[src/rtl/mux2way16_pkg.sv]
// Shared constants and types for the registered 2-way selector.
// Used by mux2way16_comb and mux2way16_sync.
package mux2way16_pkg;

    localparam int DEFAULT_WIDTH = 16;

    localparam logic SEL_A = 1'b0;
    localparam logic SEL_B = 1'b1;

    typedef logic [DEFAULT_WIDTH-1:0] word_t;

endpackage

[src/rtl/mux2way16_comb.sv]
// Pure combinational 2-way selector: y = sel ? b : a.
module mux2way16_comb
    import mux2way16_pkg::*;
#(
    parameter int WIDTH = DEFAULT_WIDTH
) (
    input  logic [WIDTH-1:0] a,
    input  logic [WIDTH-1:0] b,
    input  logic             sel,
    output logic [WIDTH-1:0] y
);

    // An unknown select must propagate as X rather than quietly pick a side.
    always_comb begin
        y = 'x;
        if (sel == SEL_B)
            y = b;
        else if (sel == SEL_A)
            y = a;
    end

endmodule

[src/rtl/mux2way16_sync.sv]
// Registered 2-to-1 multiplexer with a one-cycle latency and a valid flag.
// Define MUX2WAY16_PARITY_EN to add the registered even-parity output out_par.
module mux2way16_sync
    import mux2way16_pkg::*;
#(
    parameter int WIDTH = DEFAULT_WIDTH
) (
    input  logic             clk,
    input  logic             rst,
    input  logic [WIDTH-1:0] a,
    input  logic [WIDTH-1:0] b,
    input  logic             sel,
    input  logic             in_valid,
    output logic [WIDTH-1:0] out,
    output logic             out_valid
`ifdef MUX2WAY16_PARITY_EN
    ,
    output logic             out_par
`endif
);

    logic [WIDTH-1:0] y;

    mux2way16_comb #(.WIDTH(WIDTH)) u_comb (
        .a   (a),
        .b   (b),
        .sel (sel),
        .y   (y)
    );

    // out holds its last result across idle cycles; only out_valid drops.
    always_ff @(posedge clk) begin
        if (rst) begin
            out       <= '0;
            out_valid <= 1'b0;
        end else begin
            out_valid <= in_valid;
            if (in_valid)
                out <= y;
        end
    end

`ifdef MUX2WAY16_PARITY_EN
    always_ff @(posedge clk) begin
        if (rst)
            out_par <= 1'b0;
        else if (in_valid)
            out_par <= ^y;
    end
`endif

endmodule

[config.mk]
export PLATFORM = sky130hd
export DESIGN_NAME = mux2way16_sync
export DESIGN_NICKNAME = d
export VERILOG_FILES = /design/src/rtl/mux2way16_pkg.sv /design/src/rtl/mux2way16_comb.sv /design/src/rtl/mux2way16_sync.sv
export SDC_FILE = /design/constraint.sdc
export NUM_CORES = 1
export LEC_CHECK = 0
export ABC_AREA = 1
export BUFFER_PORTS_ARGS = -buffer_cell sky130_fd_sc_hd__buf_4
export CORE_MARGIN = 1.5
export CORE_UTILIZATION = 40
export CTS_BUF_LIST = sky130_fd_sc_hd__clkbuf_4 sky130_fd_sc_hd__clkbuf_8
export CTS_CLUSTER_DIAMETER = 120
export DETAILED_ROUTE_END_ITERATION = 10
export PLACE_DENSITY = 0.76
export SLEW_MARGIN = 20
export SYNTH_ARGS = -nofsm -noshare
export SYNTH_HDL_FRONTEND = slang
export SYNTH_SLANG_ARGS = --single-unit
export TNS_END_PERCENT = 100
[constraint.sdc]
create_clock -name clk -period 1.05 [get_ports clk]
set_input_delay 0.21 -clock clk [delete_from_list [all_inputs] [get_ports clk]]
set_output_delay 0.21 -clock clk [all_outputs]
set_load 0.01 [all_outputs]
## Word-level counts from Yosys, hierarchy flattened

Cells that the tools add are included.

| storage, ports and cells | value |
|---|---|
| word-level logic and storage cells | 3 |
| register bits after elaboration | 17 |
| memories | 0 |
| output and inout bits | 17 |
| bits in read-only memories | 0 |
| input port bits | 36 |
| memory bits (writable) | 0 |
| bits in latches | 0 |

| cells by class | value |
|---|---|
| bitwise gates (word level) | 0 |
| equality and inequality tests | 0 |
| add/subtract/negate cells | 0 |
| muxes and demuxes | 1 |
| multipliers | 0 |
| magnitude comparators | 0 |
| reductions and logical operators | 0 |
| shift-type cells | 0 |
| div/mod/pow operators | 0 |

Operators by type and width:

| operator | count |
|---|---|
| 16-bit two-way mux | 1 |

## Longest topological paths before layout

| depth | value |
|---|---|
| depth after elaboration | 1 |
| gate-level depth with buffers | 5 |
| mapped depth without buffers | 4 |

## Hierarchy

Synthesis repeated with hierarchy kept, for this count alone.

| second synthesis, totals | value |
|---|---|
| cell total of the unflattened synthesis | 157 |
| area, all modules | 1,011.0 um^2 |

Modules (own cells, without submodules):

| module | area each (um^2) | instances | cells each |
|---|---|---|---|
| mux2way16_sync | 767.0 | 1 | 105 |
| mux2way16_comb | 244.0 | 1 | 52 |

## Least setup slack after synthesis

OpenSTA, ideal clock, no wires.

| timing path | value |
|---|---|
| path type | input -> register |
| from | in rst |
| to | reg out[10] |
| arrival | 0.631 ns |
| path buffers | 1 |
| setup time | 0.064 ns |
| required time | 0.986 ns |
| stages on the path | 4 |
| slack | 0.355 ns |
| cells stage by stage | inv_1 > buf_2 > o21ai_0 > nor2_1 |

RTL lines:

| item | RTL line | text |
|---|---|---|
| start: declaration | mux2way16_sync.sv:9 | `input logic rst,` |
| end signal: assignment | mux2way16_sync.sv:39 | `out <= y;` |
| end: declaration | mux2way16_sync.sv:14 | `output logic [WIDTH-1:0] out,` |

## Final worst setup path

| timing path | value |
|---|---|
| from | reg out[1] |
| to | out out[1] |

No word-level cell between the ends.

==> impl_metrics.env <==
export IMPL_post_drt_wl_per_cell_um=8.86
export IMPL_critPathLaunchType="flip-flop"
export IMPL_fin_crit_ps=975
export IMPL_wirelength_um=1900
export IMPL_grt_pass1_wl_um=3300
export IMPL_via_per_inst=4.34
export IMPL_fp_coreArea_mm2=0.00198
export IMPL_max_freq_ghz=1.03
export IMPL_via_count=933
export IMPL_place_congestion=0.718
export IMPL_synth_flop_cell="dfxtp_1"
export IMPL_r2r_end="out[14]"
export IMPL_clockBufferDepth=2
export IMPL_postRouteAntennaNets=0
export IMPL_ctsHoldBuffers=0
export IMPL_irDropWorstVdd_uv=706
export IMPL_synth_seq_cells=17
export IMPL_finalSetupViolCount=0
export IMPL_critical_path_class="reg2out"
export IMPL_cts_setup_buffers=0
export IMPL_tightestPinTransition_ps=393
export IMPL_critPathMaxFanout=2
export IMPL_drc_errors=0
export IMPL_rows=16
export IMPL_cts_tree="built"
export IMPL_yosysTopAreaCell="dfxtp_1"
export IMPL_synth_seq_area_share_pct=40.4
export IMPL_die_width_um=48.9
export IMPL_numClockSinks=17
export IMPL_area_delta_synth_final_pct=47.7
export IMPL_overflow=0
export IMPL_critPathSlowestCell="dfxtp_1"
export IMPL_fin_ws_ps=75.1
export IMPL_clk_pin_slew_ps=100
export IMPL_crit_chain="buf_4"
export IMPL_dieHeight_um=48.9
export IMPL_skew_ps=0
export IMPL_slew_headroom_pct=73.8
export IMPL_synth_area_um2=842
export IMPL_rsz0062_at_grt="false"
export IMPL_min_period_over_period_pct=92.8
export IMPL_status="completed"
export IMPL_worstPathArrival_ps=760
export IMPL_hold_viol=0
export IMPL_finalSetupTns_ps=0
export IMPL_async_reset_ff_share_pct=0
export IMPL_postSynthAreaPerCell_um2=6.06
export IMPL_dp_hpwl_um=1460
export IMPL_total_leakage_power_nw=0.714
export IMPL_layout_drive_gt1_share_pct=29.8
export IMPL_cts_resized=0
export IMPL_yosys_warnings=0
export IMPL_synthDistinctLibCells=9
export IMPL_initial_core_util_pct=42.5
export IMPL_p_per_area_mw_per_mm2=1110
export IMPL_ff2ff_path_depth=2
export IMPL_drtIter0Drc=17
export IMPL_yosys_top_cells_count="49 x nor2_1, 32 x nand2_1, 18 x inv_1"
export IMPL_grt_usage_pct=17.1
export IMPL_grt_pass1_vias=828
export IMPL_syn_inst=139
export IMPL_path_buf_inv=1
export IMPL_yosys_cell_count_top_type="nor2_1"
export IMPL_worstReg2RegStart="out[14]"
export IMPL_h_tree_depth=1
export IMPL_hold_path_startpoint="rst"
export IMPL_syn_num_nets=175
export IMPL_maxSlewViolCount=0
export IMPL_grt_max_degree=34
export IMPL_hold_depth=2
export IMPL_slowest_delay_ps=360
export IMPL_firstDrtPassIters=4
export IMPL_port_buffer_count=52
export IMPL_r2r_slack_ps=390
export IMPL_antenna_found_initial=0
export IMPL_cp_required_ps=840
export IMPL_die_area_mm2=0.00239
export IMPL_netlist_area_leader_share_pct=40.4
export IMPL_place_ws_ps=95.8
export IMPL_insertion_delay_ps=270
export IMPL_min_path_type="in2reg"
export IMPL_root_buffer="clkbuf_4"
export IMPL_cp_end_kind="primary output"
export IMPL_synthTopCellsByArea="dfxtp_1 40%, nor2_1 22%, nand2_1 14%"
export IMPL_finalNetCount=225
export IMPL_maxCapViolations=0
export IMPL_hold_end="out_valid"
export IMPL_num_io_pins=53
export IMPL_cts_buffers_inserted=3
export IMPL_n_antenna_cell=0
export IMPL_synth_edf_count=0
export IMPL_crit_family="flip-flops"
## sequential cells by signal, indices dropped and copies added (netlist names)
register and count:
out 16, out_valid 1
## area by class of cell
cell class	count	area (um^2)
clock buffers	3	22.5
clock inverters	1	5.00
fillers	196	738
inverters	18	67.6
multi-input cells	97	384
flip-flops and latches	17	340
well taps	27	33.8
repair buffers	52	390
## cell families (layout without fill, tap and decap cells)
family                 Yosys count  count (layout)  share of synthesized area [%]
AND/OR/NAND/NOR                 81              81                           36.1
AO/OA/AOI/OAI                   16              16                           9.51
flip-flops                      17              17                           40.4
buffers and inverters           25              74                           14.0
## power breakdown
group / internal [W] / leakage, nW / switching (W) / total [W]
logic: 0.000188 / 0.555 / 0.000156 / 0.000343
clock network: 0.000141 / 0.0177 / 0.000186 / 0.000327
registers: 0.000691 / 0.141 / 0.0000231 / 0.000714
## worst max-delay path by stage
stage | startpoint | endpoint | cells after the start | slack (ps)
after global placement | rst | out[12] | 4 | 130
final | out[1] | out[1] | 1 | 80
after floorplan | rst | out[10] | 4 | 360
after detailed placement | rst | out[9] | 4 | 100
after CTS | out[1] | out[1] | 1 | 70
after global routing | out[1] | out[1] | 1 | 20
## cell usage in the layout, fill, tap and decap left out
| master | count |
|---|---|
| buf_4 | 52 |
| nor2_1 | 49 |
| nand2_1 | 32 |
| inv_1 | 18 |
| dfxtp_1 | 17 |
| o21ai_0 | 13 |
| o21ai_1 | 3 |
| clkbuf_4 | 3 |
| clkinv_2 | 1 |
## stage by stage
step                hold WS, ps  power, W  cells  utilization [%]  instance area (um^2)
floorplan                   282  0.000894    139                -                   842
global placement            376   0.00107    211             61.4                  1220
finish                     88.6   0.00138    215             62.8                  1240
detailed placement          381   0.00108    211             61.4                  1220
CTS                        81.3   0.00140    215             62.8                  1240
global route               80.4   0.00147    215             62.8                  1240
## layer usage
layer / global-route usage [%] / wire length (um) / vias to the layer above
met2: 27.9 / 837 / 38
met4: 4.29 / 10 / 0
met1: 21.3 / 890 / 385
met5: 0 / 0 / -
li1: - / - / 508
met3: 6.44 / 165 / 2
Power figures use the tool's default switching activity.
